`config.mk`:
```
export PLATFORM = sky130hd
export DESIGN_NAME = stream_mux_rr
export DESIGN_NICKNAME = d
export VERILOG_FILES = /design/src/rtl/stream_mux_rr.sv
export SDC_FILE = /design/constraint.sdc
export NUM_CORES = 1
export LEC_CHECK = 0
export BUFFER_PORTS_ARGS = -buffer_cell sky130_fd_sc_hd__buf_2
export CELL_PAD_IN_SITES_DETAIL_PLACEMENT = 0
export CELL_PAD_IN_SITES_GLOBAL_PLACEMENT = 1
export CORE_MARGIN = 1.5
export CORE_UTILIZATION = 34
export DETAILED_ROUTE_END_ITERATION = 10
export GPL_TIMING_DRIVEN = 0
export PLACE_DENSITY_LB_ADDON = 0.12
export SETUP_SLACK_MARGIN = 0.3
export SLEW_MARGIN = 20
export SYNTH_ARGS = -nofsm -noshare
export SYNTH_HDL_FRONTEND = slang
export SYNTH_SLANG_ARGS = --single-unit
```
`constraint.sdc`:
```
create_clock -name clk -period 3.8 [get_ports clk]
set_input_delay 0.76 -clock clk [delete_from_list [all_inputs] [get_ports clk]]
set_output_delay 0.76 -clock clk [all_outputs]
set_load 0.02 [all_outputs]
```
`src/rtl/stream_mux_rr.sv`:
```
// Registered N-to-1 valid/ready stream mux with static, round-robin and fixed-priority arbitration.
// One clock of latency. A stalled output holds its word and drops every in_ready; it refills on the same cycle it drains.
module stream_mux_rr #(
    parameter int WIDTH    = 5,
    parameter int CHANNELS = 4,
    parameter int SEL_W    = 2
) (
    input  logic                      clk,
    input  logic                      reset,
    input  logic [1:0]                mode,
    input  logic [SEL_W-1:0]          select,
    input  logic [CHANNELS*WIDTH-1:0] in_data,
    input  logic [CHANNELS-1:0]       in_valid,
    output logic [CHANNELS-1:0]       in_ready,
    output logic [WIDTH-1:0]          out_data,
    output logic [SEL_W-1:0]          out_chan,
    output logic                      out_valid,
    input  logic                      out_ready
);

    logic [WIDTH-1:0] out_data_q, out_data_d;
    logic [SEL_W-1:0] out_chan_q, out_chan_d;
    logic [SEL_W-1:0] rr_ptr_q, rr_ptr_d;
    logic             out_valid_q, out_valid_d;
    logic [SEL_W-1:0] grant_idx;
    logic             grant_vld;
    logic [WIDTH-1:0] grant_dat;
    logic             load_en;

    assign load_en = !out_valid_q || out_ready;

    always_comb begin
        grant_vld = 1'b0;
        grant_idx = '0;
        case (mode)
            2'b01: begin
                // Walk offsets from farthest to nearest so the nearest valid channel after rr_ptr wins.
                for (int off = CHANNELS; off >= 1; off--) begin
                    for (int k = 0; k < CHANNELS; k++) begin
                        if ((((int'(rr_ptr_q)) + off) % CHANNELS) == k && in_valid[k]) begin
                            grant_vld = 1'b1;
                            grant_idx = SEL_W'(k);
                        end
                    end
                end
            end
            2'b10: begin
                for (int k = CHANNELS - 1; k >= 0; k--) begin
                    if (in_valid[k]) begin
                        grant_vld = 1'b1;
                        grant_idx = SEL_W'(k);
                    end
                end
            end
            default: begin
                for (int k = 0; k < CHANNELS; k++) begin
                    if (select == SEL_W'(k) && in_valid[k]) begin
                        grant_vld = 1'b1;
                        grant_idx = SEL_W'(k);
                    end
                end
            end
        endcase
    end

    // Only the granted slice is ever routed, so X on other channels cannot leak through.
    always_comb begin
        grant_dat = '0;
        for (int k = 0; k < CHANNELS; k++) begin
            if (grant_idx == SEL_W'(k)) begin
                grant_dat = in_data[k*WIDTH +: WIDTH];
            end
        end
    end

    always_comb begin
        in_ready = '0;
        for (int k = 0; k < CHANNELS; k++) begin
            in_ready[k] = !reset && load_en && grant_vld && (grant_idx == SEL_W'(k));
        end
    end

    always_comb begin
        out_valid_d = out_valid_q;
        out_data_d  = out_data_q;
        out_chan_d  = out_chan_q;
        rr_ptr_d    = rr_ptr_q;
        if (load_en) begin
            if (grant_vld) begin
                out_valid_d = 1'b1;
                out_data_d  = grant_dat;
                out_chan_d  = grant_idx;
                if (mode == 2'b01) begin
                    rr_ptr_d = grant_idx;
                end
            end else begin
                out_valid_d = 1'b0;
            end
        end
    end

    always_ff @(posedge clk) begin
        if (reset) begin
            out_valid_q <= 1'b0;
            out_data_q  <= '0;
            out_chan_q  <= '0;
            rr_ptr_q    <= SEL_W'(CHANNELS - 1);
        end else begin
            out_valid_q <= out_valid_d;
            out_data_q  <= out_data_d;
            out_chan_q  <= out_chan_d;
            rr_ptr_q    <= rr_ptr_d;
        end
    end

    assign out_data  = out_data_q;
    assign out_chan  = out_chan_q;
    assign out_valid = out_valid_q;

endmodule

```
==> qor.csv <==
stage,metric,value,unit
worst_setup_path,"Arr. time, crit path",2.57,ns
worst_setup_path,kind of critical path,in2out,
clock_tree,number of setup buffers added after CTS,0,
sta,crit share post-route,87.6,%
synth,Mapped Area,880,sq um
power_and_ir_drop,Pleak,0.549,nW
floorplanning,row cnt,18,
clock_tree,CTS sink cnt,10,
route,via/cell ratio,5.36,
layout,area grow syn2layout,33.4,%
worst_setup_path,FF-to-FF setup slack,1.76,ns
synth,"FF+latch count, synth",10,
worst_setup_path,Critical Path RT,3.04,ns
route,router iterations before antenna repair,4,
clock_tree,Max Root-Sink Buffers,2,
clock_tree,CTS Hold Bufs,0,
layout,cell area after layout,1170,sq um
grt,largest net degree at the start of global routing,11,
synth,Synth warnings,0,
grt,initial antenna violation count,0,
layout,final cell count without fillers,173,
layout,Ant. Diodes,0,
sta,count of pins over their slew limit,0,
grt,first-pass GRT wire length,3.63,mm
power_and_ir_drop,Overall Power,0.374,mW
layout,Filler cells,259,
grt,gr ovfl total,0,
run_status,status,completed,
sta,fin crit period,3.33,ns
grt,vias in the first global route,822,
synth,Post-Syn Instances,98,
route,uppermost layer routed,met3,
grt,Tot GR Track Use,17.0,%
sta,Final setup viols,0,
job,Max-cap violations,0,
clock_tree,root buf cell,clkbuf_4,
floorplanning,die area,2900,sq um
sta,TNS Setup,0,ns
synth,Post-Syn Nets,131,
floorplanning,Ports,43,
sta,Max Fclk,0.301,GHz
route,DRT iter0 DRCs,25,
route,DR WL met2,1.18,mm
sta,relative slew slack,74.3,%
placed_design,placed cell count,169,
min_path,HP Class,reg2reg,
clock_tree,clock latency on the worst-skew pair,0.27,ns
placed_design,DP Area,1120,sq um
floorplanning,Die X-Extent,53.9,um
route,drc violations,0,
floorplanning,Initial Util,35.8,%
clock_tree,CTS tree,done,
route,Routed Antenna Nets,0,
route,DR vias,927,
worst_setup_path,Worst setup SP type,primary input,
route,WL met1,1.02,mm
synth,sequential area share after synthesis,22.8,%
floorplanning,Die H,53.9,um
worst_setup_path,"Max FO, Critical Path",10,
layout,Post-Route Utilization,47.8,%
power_and_ir_drop,Pwr Density,319,nW/um^2
route,WL met3,127,um
placed_design,RePlAce Congestion,0.826,
worst_setup_path,CP Capture Type,output port,
power_and_ir_drop,Max VDD drop,269,uV
layout,Layout Nets,177,
placed_design,IO Port Bufs,41,
placed_design,Detail Placement HPWL,1.80,mm
clock_tree,total CTS buffers,3,
clock_tree,CTS H-tree depth,1,
synth,syn avg cell area,8.98,sq um
route,WL per Instance,13.4,um
sta,RSZ-0062 raised after global routing,no,
clock_tree,Worst-path clk slew,0.07,ns
synth,Yosys cell types,36,
floorplanning,Core Footprint,2450,sq um
sta,final hold violations,0,
sta,Least-Margin Pin Slew,0.385,ns
sta,Worst Skew,0.00344,ns
layout,share of cells above drive strength 1,46.9,%
route,DRT Wirelength,2.33,mm
## per-layer routing
| layer | track usage [%] | up-vias |
|---|---|---|
| met4 | 1.28 | 0 |
| li1 | - | 462 |
| met3 | 3.33 | 0 |
| met1 | 22.7 | 428 |
| met5 | 0 | - |
| met2 | 29.1 | 37 |
## worst paths after layout
kind,cells after the start,end,from
setup / recovery,11,in_ready[2],mode[0]
setup reg to reg,7,out_data[1],rr_ptr_q[0]
hold reg to reg,1,out_data[2],out_data[2]
hold / removal,1,out_data[2],out_data[2]
## critical path: stages
cell	delay (ns)
buf_2	0.09
inv_1	0.04
ha_1	0.27
buf_2	0.19
inv_2	0.13
nand2_1	0.11
o31ai_4	0.31
o21bai_4	0.20
buf_6	0.17
nor2b_1	0.13
buf_2	0.17
## cell type report
type	count	area, sq um	share of cell area [%]
Inverter	5	18.8	1.60
Sequential cell	10	200	17.1
Clock buffer	4	36.3	3.09
Tap cell	30	37.5	3.20
Buffer	3	20.0	1.71
Timing Repair Buffer	41	205	17.5
Multi-Input combinational cell	80	656	55.9
## sequential cells by signal, summed over array words and instances (netlist names)
register	flops
rr_ptr_q	2
out_valid	1
out_data	5
out_chan	2
## report_power, final
part	leakage (nW)	internal, mW	switching, mW
clock	0.0210	0.0582	0.0411
combinational	0.446	0.0697	0.0797
sequential	0.0823	0.118	0.00748
total	0.549	0.246	0.128
## through the flow
step	worst slack (ns)	hold slack (ns)
2_1_floorplan	0.633	0.470
3_3_place_gp	0.348	0.467
3_5_place_dp	0.322	0.472
4_1_cts	0.317	0.492
5_1_grt	0.322	0.513
6_report	0.472	0.489
## cell families (layout without fill, tap and decap cells)
kind of cell / after synthesis / in the layout / synth area share (%)
compound gates: 32 / 32 / 29.7
flops: 10 / 10 / 22.8
mux: 15 / 15 / 21.9
simple gates: 31 / 31 / 18.4
fa+ha+maj: 2 / 2 / 2.84
buf+inv: 8 / 53 / 4.41
## timing repair
item / 4_1_cts / 5_1_grt
hold endpoints to repair: 0 / 0
resized for setup: 0 / 2
setup endpoints to repair: 0 / 4
## synthesized netlist by cell type
master	count	area share, %
a22oi_1	5	4.3
a21oi_1	8	4.6
o21ai_1	1	0.57
o21ai_0	2	1.1
inv_1	4	1.7
mux2_4	4	6.8
nor2_1	7	3.0
nor2b_1	4	2.8
o311a_1	1	1.1
nand3_1	2	1.1
nor3b_2	1	1.4
inv_2	1	0.43
dfxtp_1	10	23
a211o_1	2	2.0
or2_1	2	1.4
a221o_1	5	5.7
mux4_2	1	2.6
buf_6	1	1.3
a22oi_2	1	1.4
a211oi_1	1	0.85
nand4_1	1	0.71
nand2_1	8	3.4
o21bai_4	1	2.1
o32a_1	1	1.1
ha_1	2	2.8
o211a_2	1	1.1
o221a_2	1	1.3
mux2_2	8	10
nand2b_1	4	2.8
nand3b_1	1	0.85
o31ai_2	1	1.4
clkbuf_1	1	0.43
buf_2	1	0.57
a2bb2oi_1	1	1.0
and2_1	1	0.71
mux2i_1	2	2.3
## layout by cell type (no fill, tap or decap), types with 3 or more instances in the layout
| master | n |
|---|---|
| nand2_1 | 8 |
| nand2b_1 | 4 |
| inv_1 | 4 |
| a21oi_1 | 8 |
| clkbuf_4 | 3 |
| a22oi_1 | 5 |
| nor2b_1 | 4 |
| dfxtp_1 | 10 |
| nor2_1 | 7 |
| a221o_1 | 5 |
| mux2_2 | 8 |
| mux2_4 | 4 |
| buf_2 | 42 |
Power figures use the tool's default switching activity.
